==> config.mk <==
export PLATFORM = sky130hd
export DESIGN_NAME = bus_resolver
export DESIGN_NICKNAME = d
export VERILOG_FILES = /design/src/rtl/bus_resolver_pkg.sv /design/src/rtl/bus_resolver_contention_mon.sv /design/src/rtl/bus_resolver.sv
export SDC_FILE = /design/constraint.sdc
export NUM_CORES = 1
export LEC_CHECK = 0
export BUFFER_PORTS_ARGS = -buffer_cell sky130_fd_sc_hd__buf_2
export CAP_MARGIN = 5
export CELL_PAD_IN_SITES_DETAIL_PLACEMENT = 0
export CELL_PAD_IN_SITES_GLOBAL_PLACEMENT = 1
export CORE_MARGIN = 5
export CORE_UTILIZATION = 34
export CTS_CLUSTER_SIZE = 12
export DETAILED_ROUTE_END_ITERATION = 10
export PLACE_DENSITY_LB_ADDON = 0.1
export SYNTH_ARGS = -nofsm -noshare
export SYNTH_HDL_FRONTEND = slang
export SYNTH_SLANG_ARGS = --single-unit
==> constraint.sdc <==
create_clock -name MCLK -period 3.6 [get_ports MCLK]
set_input_delay 0.72 -clock MCLK [delete_from_list [all_inputs] [get_ports MCLK]]
set_output_delay 0.72 -clock MCLK [all_outputs]
set_load 0.01 [all_outputs]
==> src/rtl/bus_resolver_pkg.sv <==
// Shared constants for the bus resolver: resolution modes, contention counter
// sizing and a width helper for the capture fields.
package bus_pkg;

  localparam int MODE_WOR  = 0;
  localparam int MODE_WAND = 1;

  localparam int                    CONT_CNT_W   = 8;
  localparam logic [CONT_CNT_W-1:0] CONT_CNT_MAX = '1;

  // Index width that never collapses to zero bits for a single-entry range.
  function automatic int clog2_min1(input int value);
    return (value <= 2) ? 1 : $clog2(value);
  endfunction

endpackage

==> src/rtl/bus_resolver_contention_mon.sv <==
// Sticky contention monitor: flags bits where driven values disagree, counts
// contention cycles and captures the first offending bit and driver.
module bus_contention_mon
  import bus_pkg::*;
#(
  parameter int N = 4,
  parameter int W = 16
) (
  input  logic                          MCLK,
  input  logic                          ext_reset,
  input  logic [N*W-1:0]                drv_mask,
  input  logic [N*W-1:0]                drv_val,
  input  logic                          clr,
  output logic                          contention,
  output logic [CONT_CNT_W-1:0]         cont_count,
  output logic [clog2_min1(N)-1:0]      cont_first_drv,
  output logic [clog2_min1(W)-1:0]      cont_first_bit
);

  localparam int DRV_W = clog2_min1(N);
  localparam int BIT_W = clog2_min1(W);

  logic [W-1:0]            any_one;
  logic [W-1:0]            any_zero;
  logic [W-1:0]            cont_bits;
  logic [BIT_W-1:0]        hit_bit;
  logic [DRV_W-1:0]        hit_drv;

  logic                    contention_q, contention_d;
  logic [CONT_CNT_W-1:0]   cont_count_q, cont_count_d;
  logic [DRV_W-1:0]        first_drv_q, first_drv_d;
  logic [BIT_W-1:0]        first_bit_q, first_bit_d;

  always_comb begin
    any_one  = '0;
    any_zero = '0;
    for (int k = 0; k < N; k++) begin
      any_one  |= drv_mask[k*W +: W] &  drv_val[k*W +: W];
      any_zero |= drv_mask[k*W +: W] & ~drv_val[k*W +: W];
    end
    cont_bits = any_one & any_zero;
  end

  // Descending scans so the lowest index is the one that sticks.
  always_comb begin
    hit_bit = '0;
    hit_drv = '0;
    for (int b = W - 1; b >= 0; b--) begin
      if (cont_bits[b]) hit_bit = BIT_W'(b);
    end
    for (int k = N - 1; k >= 0; k--) begin
      if (drv_mask[k*W + int'(hit_bit)]) hit_drv = DRV_W'(k);
    end
  end

  always_comb begin
    contention_d = contention_q;
    cont_count_d = cont_count_q;
    first_drv_d  = first_drv_q;
    first_bit_d  = first_bit_q;
    if (clr) begin
      contention_d = 1'b0;
      cont_count_d = '0;
      first_drv_d  = '0;
      first_bit_d  = '0;
    end
    // A new event overrides a simultaneous clear and becomes the first capture.
    if (|cont_bits) begin
      contention_d = 1'b1;
      if (clr)
        cont_count_d = CONT_CNT_W'(1);
      else if (cont_count_q != CONT_CNT_MAX)
        cont_count_d = cont_count_q + CONT_CNT_W'(1);
      if (!contention_q || clr) begin
        first_drv_d = hit_drv;
        first_bit_d = hit_bit;
      end
    end
  end

  always_ff @(posedge MCLK or posedge ext_reset) begin
    if (ext_reset) begin
      contention_q <= 1'b0;
      cont_count_q <= '0;
      first_drv_q  <= '0;
      first_bit_q  <= '0;
    end else begin
      contention_q <= contention_d;
      cont_count_q <= cont_count_d;
      first_drv_q  <= first_drv_d;
      first_bit_q  <= first_bit_d;
    end
  end

  assign contention     = contention_q;
  assign cont_count     = cont_count_q;
  assign cont_first_drv = first_drv_q;
  assign cont_first_bit = first_bit_q;

endmodule

==> src/rtl/bus_resolver.sv <==
// Registered N-driver bus resolver with keeper; defining BUS_RESOLVER_DECAY_EN
// adds decay of a fully floating bus to PULL_VAL after DECAY_CYCLES cycles.
module bus_resolver
  import bus_pkg::*;
#(
  parameter int           N            = 4,
  parameter int           W            = 16,
  parameter int           MODE         = MODE_WOR,
  parameter logic [W-1:0] RESET_VAL    = '0,
  parameter logic [W-1:0] PULL_VAL     = '1,
  parameter int           DECAY_CYCLES = 64
) (
  input  logic                          MCLK,
  input  logic                          ext_reset,
  input  logic [N*W-1:0]                drv_o,
  input  logic [N*W-1:0]                drv_d,
  input  logic                          clr,
  output logic [W-1:0]                  bus,
  output logic [W-1:0]                  bus_driven,
  output logic                          contention,
  output logic [CONT_CNT_W-1:0]         cont_count,
  output logic [clog2_min1(N)-1:0]      cont_first_drv,
  output logic [clog2_min1(W)-1:0]      cont_first_bit
);

  logic [N*W-1:0] drv_mask;
  logic [W-1:0]   driven_any;
  logic [W-1:0]   or_val;
  logic [W-1:0]   and_val;
  logic [W-1:0]   resolved;
  logic           decay_fire;

  logic [W-1:0]   bus_q, bus_d;
  logic [W-1:0]   bus_driven_q;

  assign drv_mask = ~drv_d;

  always_comb begin
    driven_any = '0;
    or_val     = '0;
    and_val    = '1;
    for (int k = 0; k < N; k++) begin
      driven_any |= drv_mask[k*W +: W];
      or_val     |= drv_mask[k*W +: W] & drv_o[k*W +: W];
      and_val    &= ~drv_mask[k*W +: W] | drv_o[k*W +: W];
    end
    resolved = (MODE == MODE_WAND) ? and_val : or_val;
  end

`ifdef BUS_RESOLVER_DECAY_EN
  localparam logic [15:0] DECAY_LAST = 16'(DECAY_CYCLES - 1);

  logic [15:0] decay_cnt_q, decay_cnt_d;

  // The counter parks at DECAY_LAST so the pull keeps reloading until driven.
  always_comb begin
    decay_cnt_d = decay_cnt_q;
    decay_fire  = 1'b0;
    if (driven_any != '0)
      decay_cnt_d = '0;
    else if (decay_cnt_q == DECAY_LAST)
      decay_fire = 1'b1;
    else
      decay_cnt_d = decay_cnt_q + 16'd1;
  end

  always_ff @(posedge MCLK or posedge ext_reset) begin
    if (ext_reset) decay_cnt_q <= '0;
    else           decay_cnt_q <= decay_cnt_d;
  end
`else
  logic unused_decay_cfg;

  assign decay_fire       = 1'b0;
  assign unused_decay_cfg = (DECAY_CYCLES > 0);
`endif

  always_comb begin
    bus_d = (resolved & driven_any) | (bus_q & ~driven_any);
    if (decay_fire) bus_d = PULL_VAL;
  end

  always_ff @(posedge MCLK or posedge ext_reset) begin
    if (ext_reset) begin
      bus_q        <= RESET_VAL;
      bus_driven_q <= '0;
    end else begin
      bus_q        <= bus_d;
      bus_driven_q <= driven_any;
    end
  end

  assign bus        = bus_q;
  assign bus_driven = bus_driven_q;

  bus_contention_mon #(
    .N(N),
    .W(W)
  ) u_mon (
    .MCLK           (MCLK),
    .ext_reset      (ext_reset),
    .drv_mask       (drv_mask),
    .drv_val        (drv_o),
    .clr            (clr),
    .contention     (contention),
    .cont_count     (cont_count),
    .cont_first_drv (cont_first_drv),
    .cont_first_bit (cont_first_bit)
  );

endmodule

After elaboration in Yosys (flattened, before gate mapping)
Cells that the tools add are included.
Operators by class
  add/sub/neg operators: 4
  $mul: 0
  div/mod/pow operators: 0
  $lt $le $gt $ge: 4
  equal/unequal tests: 1
  shift-type cells: 0
  mux-type cells: 43
  bitwise gates (word level): 27
  reduce and logical (&&, ||, !) cells: 4
Operator list (count)
  bitwise AND 16 bit: 11
  bitwise OR 16 bit: 10
  less-than comparator 32 x 8 -> 1 bit, second input constant: 3
  NOT 16 bit: 5
  two-way mux 4 bit: 19
  NOT 64 bit: 1
  two-way mux 8 bit: 4
  binary-select mux 1 bit (select 6 bit): 3
  OR reduction 16 bit: 1
  adder 6 x 4 -> 7 bit, first input constant: 2
  two-way mux 2 bit: 7
  two-way mux 1 bit: 9
  adder 8 x 1 -> 8 bit, second input constant: 1
  inequality test 8 bit, second input constant: 1
  less-than comparator 4 x 7 -> 1 bit, second input constant: 1
  adder 5 x 4 -> 6 bit, first input constant: 1
  binary-select mux 1 bit (select 4 bit): 1
  nonzero test 2 bit: 1
  logical NOT 1 bit: 1
  logical OR 1 bit: 1
Word-level totals
  flip-flop bits (word level): 47
  latch bits: 0
  memory bits (writable): 0
  bits in read-only memories: 0
  input port bits: 131
  logic and storage cells: 89
  memories kept: 0

Longest topological paths before layout
Gate-level depths: netlist of run 1.
  depth in word-level cells: 32
  depth in mapped cells: 13

Cells and area by module
A second synthesis of run 1 with hierarchy kept.
Second synthesis, totals
  cell total of the unflattened synthesis: 490
  area total of the unflattened synthesis: 3888.7 µm²
By module, submodules not included
  bus_contention_mon: times used 1, cells each 313, area an instance 2343.5 µm²
  bus_resolver: times used 1, cells each 177, area an instance 1545.2 µm²

Worst setup path before layout of run 1
Ideal clock, no wire load.
  path kind: input to register
  start point: input port drv_o[62]
  end point: register u_mon.first_drv_q[1] (netlist: u_mon.cont_first_drv[1])
  setup time: 0.121 ns
  arrival: 3.096 ns
  slack: 0.383 ns
  cell stages on the path: 13
  buffers on the path: 2
  path through: nor2b_1 o32ai_2 o311ai_1 o2111a_1 a211o_1 a211o_1 buf_6 buf_12 mux2i_1 mux2i_1 mux2_4 a31o_1 a22o_1
Between the ends
  cells in the longest elaborated chain, start to end: 29
  elaborated cells on any way between the ends: 42
RTL lines
  start: declaration: RTL line bus_resolver.sv:15  | input logic [N*W-1:0] drv_o,
  NOT 16 bit: RTL line bus_resolver_contention_mon.sv:39  | any_zero |= drv_mask[k*W +: W] & ~drv_val[k*W +: W];
  bitwise AND 16 bit: RTL line bus_resolver_contention_mon.sv:39
  bitwise OR 16 bit: RTL line bus_resolver_contention_mon.sv:39
  bitwise AND 16 bit *: RTL line bus_resolver_contention_mon.sv:41  | cont_bits = any_one & any_zero;
  two-way mux 4 bit (15 in a row): RTL line bus_resolver_contention_mon.sv:49  | if (cont_bits[b]) hit_bit = BIT_W'(b);
  adder 6 x 4 -> 7 bit: RTL line bus_resolver_contention_mon.sv:52  | if (drv_mask[k*W + int'(hit_bit)]) hit_drv = DRV_W'(k);
  binary-select mux 1 bit (select 6 bit): RTL line bus_resolver_contention_mon.sv:52
  two-way mux 1 bit (not written as such) (2 in a row): RTL line bus_resolver_contention_mon.sv:52
  two-way mux 2 bit (4 in a row): RTL line bus_resolver_contention_mon.sv:52
  two-way mux 2 bit: RTL line bus_resolver_contention_mon.sv:74  | if (!contention_q || clr) begin
  two-way mux 2 bit *: RTL line bus_resolver_contention_mon.sv:68  | if (|cont_bits) begin
  named net u_mon.first_drv_d[1]: RTL line bus_resolver_contention_mon.sv:31  | logic [DRV_W-1:0] first_drv_q, first_drv_d;
  end signal: assignment: RTL line bus_resolver_contention_mon.sv:90  | first_drv_q <= first_drv_d;
  end: declaration: RTL line bus_resolver_contention_mon.sv:31
The timed path passes the listed nets; every way through them passes the cells marked *. The select of a mux whose other input is x is not followed.
A chain may end at the register's enable or synchronous reset.

Final worst setup path of run 1
  start point: input port drv_o[62]
  end point: register u_mon.first_drv_q[0] (netlist: u_mon.cont_first_drv[0])
The elaborated chain is that of the path after synthesis.

==> results of run 1 <==
worst min-delay path by stage:
| stage | to | cells past startpoint | slack [ps] | from |
|---|---|---|---|---|
| 2_1_floorplan | u_mon.cont_first_bit[0] | 2 | 520 | u_mon.cont_first_bit[0] |
| 3_3_place_gp | u_mon.cont_first_drv[0] | 2 | 460 | u_mon.cont_first_drv[0] |
| 3_5_place_dp | u_mon.cont_first_drv[0] | 2 | 470 | u_mon.cont_first_drv[0] |
| 4_1_cts | u_mon.cont_first_drv[0] | 2 | 490 | u_mon.cont_first_drv[0] |
| 5_1_grt | u_mon.cont_first_drv[0] | 2 | 520 | u_mon.cont_first_drv[0] |
| 6_report | u_mon.cont_first_drv[0] | 2 | 500 | u_mon.cont_first_drv[0] |
where the power goes:
| part | internal (W) | switching, W |
|---|---|---|
| Clock | 0.000144 | 0.000205 |
| Combinational | 0.000217 | 0.000244 |
| Sequential | 0.000562 | 0.0000196 |
Yosys cell counts (all sizes together) (3+ instances only):
library cell   n  area share
dfrtp         47        0.36
inv           33       0.038
nor2b         29       0.056
nand2b        27       0.051
nand2         25       0.028
nand4         25       0.047
nor2          25       0.028
mux2i         17       0.052
nor3          14       0.021
o21ai         14       0.021
o221ai        13       0.035
o22a           9       0.024
o22ai          9       0.017
a21oi          7       0.011
o21bai         7       0.016
and2           5      0.0095
nor4           5      0.0095
o32ai          5       0.016
a211o          3      0.0080
and3           3      0.0057
buf            3       0.012
nand3          3      0.0045
o311ai         3      0.0080
xor2           3      0.0080
kinds of logic (layout without fill, tap and decap cells):
logic type | count (synthesis) | after routing | share of synthesized area
AO/OA/AOI/OAI | 94 | 94 | 0.220
XOR/XNOR | 4 | 4 | 0.0106
adder cells (fa/ha/maj) | 1 | 1 | 0.00379
buffers and inverters | 38 | 226 | 0.0527
flip-flops | 47 | 47 | 0.356
multiplexers | 20 | 20 | 0.0675
AND/OR/NAND/NOR | 173 | 173 | 0.289
area by class of cell:
cell class | count | share of cell area
Sequential cell | 47 | 0.264
Clock inverter | 3 | 0.00617
Multi-Input combinational cell | 292 | 0.437
Timing Repair Buffer | 185 | 0.212
Inverter | 33 | 0.0278
Tap cell | 133 | 0.0373
Clock buffer | 5 | 0.0154
worst max-delay path: cells and delay by family:
kind,cells,cell delay (ps)
simple gates,1,150
compound gates,9,2200
mux,1,150
buf+inv,2,280
metrics by stage:
stage	hold slack, ps	cells	worst slack (ps)	cell area [sq um]
after floorplan	516	377	383	3300
after global placement	465	690	71.5	4360
after detailed placement	467	690	-15.8	4360
after CTS	492	698	324	4460
after global routing	520	698	108	4460
final	498	698	290	4460
metal layers:
metal,track usage,part of all wire,vias to the layer above
li1,-,-,1794
met1,0.226,0.45,1634
met2,0.297,0.48,102
met3,0.0364,0.064,9
met4,0.0343,0.0091,0
met5,0,0,-
==> impl_results.md, run 1 <==
* Clk_skew at 1.70 ps
* Initial Util at 0.342
* Setup Crit Path Kind: in2reg
* First-pass GRT wire length at 16300 um
* Minimum clock period at 3310 ps
* Yosys reg bits at 47
* Vias in the first global route at 3423
* Ports at 178
* WL/cell at 14.7 um
* Critical R2R Capture: u_mon.cont_first_drv[1]
* Core area at 9640 sq um
* Synthesized instance count at 377
* Outcome: complete, no violations
* Sequential area share after synthesis at 0.356
* Placer Congestion at 0.839
* Cell mode on critical path: a211o_1
* Hold buffers post-CTS at 0
* Pwr dens at 312 nW/um^2
* Critical Path End: u_mon.cont_first_drv[0]
* FFs w/ async S/R, synth at 1.00
* Mapped Area at 3300 sq um
* Tot Pwr at 0.00139 W
* Synthesis-to-finish area growth at 35.1%
* Number of flops mapped to enable cells by yosys at 0
* CTS root buf: clkbuf_8
* Post CTS Setup Buffer Count at 0
* Slowest CP cell: a2111oi_2
* Total CTS buffers at 5
* Period utilization at 0.919
* Post-synthesis cell type count at 63
* Die width at 109 um
* Final Setup Violations at 0
* Core Rows at 36
* DP Wirelength at 8680 um
* Crit start category: primary input
* Detailed Route Iter0 Violations at 136
* Fin Setup TNS at 0 ps
* Longest Clk Path Bufs at 2
* Slew margin rel. at 0.311
* CP endpoint kind: register
* Crit-path max FO at 8
* Sink Count at 47
* Die H at 109 um
* Syn_nets at 509
* Critical R2R Launch: u_mon.contention
* Max Freq at 0.302 GHz
* RSZ-0062 raised after global routing: no
* Worst hold path type: reg2reg
* Most frequent cells in the layout: buf_2 (177), dfrtp_1 (47), inv_1 (32)
* Vias at 3539
* CP max stage delay at 420 ps
* Post-Route Utilization at 0.462
* Top_reg_cell synth: dfrtp_1
* Multi-input combinational cell area at 1950 sq um
* Clock latency on the worst-skew pair at 310 ps
* Final wirelength at 10300 um
* Die area at 11800 sq um
* Max cap viols at 0
* Port bufs at 177
* Drt pass-1 iters at 4
* Crit path cell chain: buf_2, nor2b_1, o32ai_2, o311ai_1, o2111a_1, a211o_1, a211o_1, buf_4, mux2i_1, a2111oi_2, a211oi_1, a311oi_1, o21ai_0
* CTS tree: built
* Global Route Usage Sum at 0.173
* H-tree depth at 2
* DRT antenna net count at 0
* Commonest non-fill, non-tap cell in the layout: buf_2
* Initial antenna violation count at 0
* Post-Syn Area per Cell at 8.75 sq um
* Post-CTS resize count at 0
* Peak supply drop at 0.145 mV
* Total gr overflow at 0
* N_diodes at 0
* Pleak at 2.14 nW
* Worst Setup SP: drv_o[62]
* Crit path required time at 3790 ps
* DRC at 0
* Worst Tran Pin Value at 1030 ps
* Worst R2R Setup Slack at 1990 ps
* YS warnings at 0
* Final hold violations at 0
* Filler cell count in the final layout at 1009
* Register area at 1180 sq um
* Share of layout cells above drive strength 1 at 0.359
* Largest net degree at the start of global routing at 48
* Worst reg-to-reg path cell count at 5
* Fin. max-slew vios at 0
* Vias per Instance at 5.07
* Nets at 696
* Critical Path AT at 3500 ps
* Worst-path clk slew at 100 ps
Note: power is estimated with default switching activity, not from simulation.
==> run 2: changes to the inputs <==
--- a/config.mk
+++ b/config.mk
@@ -13,7 +13,8 @@
 export CORE_UTILIZATION = 34
 export CTS_CLUSTER_SIZE = 12
 export DETAILED_ROUTE_END_ITERATION = 10
-export PLACE_DENSITY_LB_ADDON = 0.1
+export PLACE_DENSITY = 0.94
+export SKIP_LAST_GASP = 1
 export SYNTH_ARGS = -nofsm -noshare
 export SYNTH_HDL_FRONTEND = slang
 export SYNTH_SLANG_ARGS = --single-unit
==> run 2 against run 1 <==
  * Critical path depth unchanged
  * Setup slack improved by 34 ps
  * Final cell count decreased by 0.29%
  * Flip-flop and latch count unchanged
  * Sequential share of layout area about the same
  * Worst hold slack improved by 5.5 ps
  * Die area unchanged
  * Count of clock-buffer cells in the layout unchanged
  * Total power increased by 4.6%
  * Clock skew increased by 6.3 ps
  * Combinational power about the same
  * Final area increased by 0.11%
  * Largest cell class unchanged
==> impl_results.md, run 2 (synthesis results as in run 1) <==
* Outcome: complete, no violations (unchanged)
* Fin Setup TNS at 0 ps (unchanged)
* Core area at 9640 sq um (unchanged)
* Post CTS Setup Buffer Count at 0 (unchanged)
* Die area at 11800 sq um (unchanged)
* Fin. max-slew vios at 0 (unchanged)
* DRC at 0 (unchanged)
* Port bufs at 177 (unchanged)
* Hold buffers post-CTS at 0 (unchanged)
* Drt pass-1 iters at 4 (unchanged)
* Worst reg-to-reg path cell count at 7 (was 5)
* Total CTS buffers at 5 (unchanged)
* CP endpoint kind: register (unchanged)
* Pwr dens at 327 nW/um^2 (was 312 nW/um^2)
* Endpoint with the worst hold slack: u_mon.cont_first_bit[1] (was u_mon.cont_first_drv[0])
* H-tree depth at 2 (unchanged)
* Max cap viols at 0 (unchanged)
* Max Freq at 0.305 GHz (was 0.302 GHz)
* Final hold violations at 0 (unchanged)
* Clock latency on the worst-skew pair at 310 ps (about the same)
* Initial antenna violation count at 0 (unchanged)
* Vias in the first global route at 3667 (was 3423)
* Post-CTS resize count at 0 (unchanged)
* Worst R2R Setup Slack at 2010 ps (was 1990 ps)
* Highest routed layer: met4 (unchanged)
* Fin cells at 696 (was 698)
* Critical R2R Launch: u_mon.cont_count[0] (was u_mon.contention)
* Worst-path clk slew at 100 ps (about the same)
* Ports at 178 (unchanged)
* Hold_sp: u_mon.cont_first_bit[1] (was u_mon.cont_first_drv[0])
* RSZ-0062 raised after global routing: no (unchanged)
* Worst Tran Pin Value at 1010 ps (was 1030 ps)
* Routed length on met3 at 628 um (was 661 um)
* Worst hold path type: reg2reg (unchanged)
* Vias at 3646 (was 3539)
* Most frequent cells in the layout: buf_2 (177), dfrtp_1 (47), inv_1 (32) (unchanged)
* WL/cell at 15.4 um (was 14.7 um)
* Setup Crit Path Kind: in2reg (unchanged)
* Pleak at 2.15 nW (was 2.14 nW)
* Clk_skew at 8.00 ps (was 1.70 ps)
* PnR worst setup slack at 324 ps (was 290 ps)
* Wire length on met1 at 4460 um (was 4600 um)
* First-pass GRT wire length at 16600 um (was 16300 um)
* Initial Util at 0.342 (unchanged)
* Critical Path AT at 3510 ps (was 3500 ps)
* Slew margin rel. at 0.324 (was 0.311)
* DP Worst Slack at 12.5 ps (was -15.8 ps)
* Longest Clk Path Bufs at 2 (unchanged)
* Total gr overflow at 0 (unchanged)
* Die width at 109 um (unchanged)
* Placed cells at 688 (was 690)
* Synthesis-to-finish area growth at 35.3% (was 35.1%)
* Crit start category: primary input (unchanged)
* Commonest non-fill, non-tap cell in the layout: buf_2 (unchanged)
* Largest net degree at the start of global routing at 48 (unchanged)
* Final wirelength at 10700 um (was 10300 um)
* Global Route Usage Sum at 0.175 (was 0.173)
* Crit-path max FO at 9 (was 8)
* DP Wirelength at 9060 um (was 8680 um)
* Crit path required time at 3830 ps (was 3790 ps)
* Sink Count at 47 (unchanged)
* Final Setup Violations at 0 (unchanged)
* N_diodes at 0 (unchanged)
* Placer Congestion at 0.847 (was 0.839)
* CTS tree: built (unchanged)
* Critical R2R Capture: u_mon.cont_count[3] (was u_mon.cont_first_drv[1])
* Vias per Instance at 5.24 (was 5.07)
* Core Rows at 36 (unchanged)
* Met2 WL at 5530 um (was 4930 um)
* Hold-critical path depth at 1 (was 2)
* Tot Pwr at 0.00146 W (was 0.00139 W)
* CTS root buf: clkbuf_8 (unchanged)
* Share of layout cells above drive strength 1 at 0.357 (was 0.359)
* Die H at 109 um (unchanged)
* Detailed Route Iter0 Violations at 133 (was 136)
* Nets at 694 (was 696)
* Period utilization at 0.910 (was 0.919)
* DRT antenna net count at 0 (unchanged)
* Minimum clock period at 3280 ps (was 3310 ps)
* Peak supply drop at 0.189 mV (was 0.145 mV)
[run 2: area by class of cell]
| class | count | area, sq um |
|---|---|---|
| multi-input cells | 292 | 1950 |
| well taps | 133 | 166 |
| repair buffers | 183 | 931 |
| clock inverters | 3 | 47.5 |
| flip-flops and latches | 47 | 1180 |
| clock buffers | 5 | 68.8 |
| inverters | 33 | 124 |
| fillers | 1010 | 5180 |
[run 2: layer usage]
layer,up-vias,GRT usage
met5,-,0
met4,0,0.0451
met3,10,0.0328
met2,117,0.323
met1,1730,0.207
li1,1789,-
[run 2: where the power goes]
group	internal, W	leakage (nW)	total [W]	switching [W]
Clock	0.000211	0.0587	0.000411	0.000200
Sequential	0.000562	0.511	0.000584	0.0000213
Combinational	0.000217	1.58	0.000463	0.000246
[run 2: how the worst max path moves through the flow]
| stage | from | to | slack [ps] | cells after the start |
|---|---|---|---|---|
| 2_1_floorplan | drv_o[62] | u_mon.cont_first_drv[1] | 380 | 13 |
| 4_1_cts | drv_o[62] | u_mon.cont_first_drv[0] | 330 | 13 |
| 3_5_place_dp | drv_o[62] | u_mon.cont_first_drv[0] | 10 | 13 |
| 5_1_grt | drv_o[62] | u_mon.cont_first_drv[0] | 160 | 13 |
| 3_3_place_gp | drv_o[62] | u_mon.cont_first_drv[0] | 120 | 13 |
| 6_report | drv_o[62] | u_mon.cont_first_drv[0] | 320 | 13 |
[run 2: worst max-delay path, stage by stage]
cell       delay, ps
buf_2            100
nor2b_1          150
o32ai_2          260
o311ai_1         170
o2111a_1         260
a211o_1          290
a211o_1          280
buf_4            190
mux2i_1          130
a2111oi_0        470
a22o_2           250
a31oi_1           40
o21ai_0          190
[run 2: through the flow]
step,hold WS [ps],util,instance area [sq um]
2_1_floorplan,516,-,3300
3_3_place_gp,473,0.451,4350
3_5_place_dp,487,0.451,4350
4_1_cts,511,0.463,4460
5_1_grt,533,0.463,4460
6_report,504,0.463,4460
==> run 3: changes to the inputs <==
--- a/config.mk
+++ b/config.mk
@@ -9,6 +9,7 @@
 export CAP_MARGIN = 5
 export CELL_PAD_IN_SITES_DETAIL_PLACEMENT = 0
 export CELL_PAD_IN_SITES_GLOBAL_PLACEMENT = 1
+export CORE_ASPECT_RATIO = 1.1
 export CORE_MARGIN = 5
 export CORE_UTILIZATION = 34
 export CTS_CLUSTER_SIZE = 12
==> run 3 against run 2 <==
  * Clock power down 16%
  * Total power down 4.8%
  * First-iteration DRC count up 34%
  * Wire length down 2.3%
  * Highest routed layer unchanged
  * Core utilization up 0.47 points
  * Flip-flop and latch count unchanged
==> impl_results.md, run 3 (synthesis results as in run 1) <==
* Largest net degree at the start of global routing at 48 (unchanged)
* Nets at 692 (was 694)
* Vias at 3587 (was 3646)
* Share of layout cells above drive strength 1 at 0.355 (was 0.357)
* Max cap viols at 0 (unchanged)
* Worst Tran Pin Value at 1000 ps (was 1010 ps)
* Die area at 11800 sq um (about the same)
* Commonest non-fill, non-tap cell in the layout: buf_2 (unchanged)
* Worst-path clk slew at 90 ps (was 100 ps)
* Critical Path AT at 3460 ps (was 3510 ps)
* Post CTS Setup Buffer Count at 0 (unchanged)
* First-pass GRT wire length at 16600 um (about the same)
* Total gr overflow at 0 (unchanged)
* H-tree depth at 2 (unchanged)
* Clock latency on the worst-skew pair at 310 ps (about the same)
* Minimum clock period at 3270 ps (was 3280 ps)
* Clk_skew at 6.40 ps (was 8.00 ps)
* Port bufs at 177 (unchanged)
* Slowest CP cell: a2111oi_2 (was a2111oi_0)
* Vias in the first global route at 3642 (was 3667)
* Hold buffers post-CTS at 0 (unchanged)
* DP Wirelength at 8880 um (was 9060 um)
* Design area at 4420 sq um (was 4460 sq um)
* Initial antenna violation count at 0 (unchanged)
* Core area at 9440 sq um (was 9640 sq um)
* RSZ-0062 raised after global routing: no (unchanged)
* PnR worst setup slack at 334 ps (was 324 ps)
* Worst hold path type: reg2reg (unchanged)
* Final hold violations at 0 (unchanged)
* Slew margin rel. at 0.331 (was 0.324)
* Longest Clk Path Bufs at 2 (unchanged)
* Vias per Instance at 5.29 (was 5.24)
* CTS tree: built (unchanged)
* Die H at 113 um (was 109 um)
* Total CTS buffers at 5 (unchanged)
* WL/cell at 15.5 um (was 15.4 um)
* Pwr dens at 314 nW/um^2 (was 327 nW/um^2)
* Placer Congestion at 0.798 (was 0.847)
* Peak supply drop at 0.131 mV (was 0.189 mV)
* Core Rows at 37 (was 36)
* Cell mode on critical path: a211o_1 (unchanged)
* Ports at 178 (unchanged)
* Final Setup Violations at 0 (unchanged)
* Crit path required time at 3790 ps (was 3830 ps)
* Synthesis-to-finish area growth at 33.9% (was 35.3%)
* Crit path cell chain: buf_2, nor2b_1, o32ai_2, o311ai_1, o2111a_1, a211o_1, a211o_1, buf_12, mux2i_1, a2111oi_2, a211oi_1, a311oi_1, o21ai_0 (was buf_2, nor2b_1, o32ai_2, o311ai_1, o2111a_1, a211o_1, a211o_1, buf_4, mux2i_1, a2111oi_0, a22o_2, a31oi_1, o21ai_0)
* Fin. max-slew vios at 0 (unchanged)
* CTS root buf: clkbuf_8 (unchanged)
* Placed cells at 670 (was 688)
* DP Worst Slack at 39.8 ps (was 12.5 ps)
* Crit start category: primary input (unchanged)
* Detailed Route Iter0 Violations at 178 (was 133)
* Max Freq at 0.306 GHz (was 0.305 GHz)
* Outcome: complete, no violations (unchanged)
* Pleak at 2.13 nW (was 2.15 nW)
* Drt pass-1 iters at 4 (unchanged)
* Period utilization at 0.907 (was 0.910)
* Sink Count at 47 (unchanged)
* Placed Area at 4320 sq um (was 4350 sq um)
* Fin Setup TNS at 0 ps (unchanged)
* Die width at 104 um (was 109 um)
* Setup Crit Path Kind: in2reg (unchanged)
* Most frequent cells in the layout: buf_2 (177), dfrtp_1 (47), inv_1 (32) (unchanged)
* Worst hold margin at 502 ps (was 504 ps)
* Fin cells at 678 (was 696)
* CP max stage delay at 380 ps (was 470 ps)
* Post-CTS resize count at 0 (unchanged)
* CP endpoint kind: register (unchanged)
* Final wirelength at 10500 um (was 10700 um)
* DRT antenna net count at 0 (unchanged)
* N_diodes at 0 (unchanged)
* DRC at 0 (unchanged)
* Global Route Usage Sum at 0.170 (was 0.175)
* Initial Util at 0.349 (was 0.342)
* Crit-path max FO at 16 (was 9)
run 3: critical path, delay by kind of cell:
kind	cells	cell delay, ps
buffers and inverters	2	270
AOI/OAI and AO/OA	9	2170
and+or+nand+nor	1	150
muxes	1	150
run 3: power breakdown:
part,total (W),internal [W],switching [W]
sequential,0.000583,0.000562,0.0000207
combinational,0.000461,0.000217,0.000243
clock,0.000344,0.000139,0.000204
total,0.00139,0.000919,0.000468
run 3: metal layers:
| layer | up-vias | part of all wire | wire length (um) | GRT usage |
|---|---|---|---|---|
| met5 | - | 0 | 0 | 0 |
| met4 | 0 | 0.018 | 191 | 0.0544 |
| met3 | 15 | 0.066 | 694 | 0.0439 |
| met2 | 111 | 0.53 | 5520 | 0.315 |
| met1 | 1677 | 0.39 | 4070 | 0.188 |
| li1 | 1784 | - | - | - |
run 3: final timing paths:
kind / from / endpoint / slack [ps] / cells past startpoint
max reg2reg: u_mon.cont_count[0] / u_mon.cont_count[3] / 1990 / 7
min: u_mon.cont_first_bit[0] / u_mon.cont_first_bit[0] / 500 / 2
max: drv_o[62] / u_mon.cont_first_drv[0] / 330 / 13
min reg2reg: u_mon.cont_first_bit[0] / u_mon.cont_first_bit[0] / 500 / 2
min in group asynchronous: ext_reset / bus_driven[10] / 640 / 2
max in group asynchronous: ext_reset / asynchronous set/reset pin / 2330 / 2
run 3: area by class of cell:
| cell class | count | area [sq um] |
|---|---|---|
| well taps | 117 | 146 |
| fillers | 957 | 5030 |
| multi-input cells | 292 | 1950 |
| clock buffers | 5 | 68.8 |
| repair buffers | 181 | 928 |
| flip-flops and latches | 47 | 1180 |
| inverters | 33 | 124 |
| clock inverters | 3 | 23.8 |
run 3: through the flow:
stage / total power [W] / util
after detailed placement: 0.00106 / 0.458
after floorplan: 0.000860 / -
after global routing: 0.00147 / 0.468
final: 0.00139 / 0.468
after global placement: 0.00104 / 0.458
after CTS: 0.00140 / 0.468
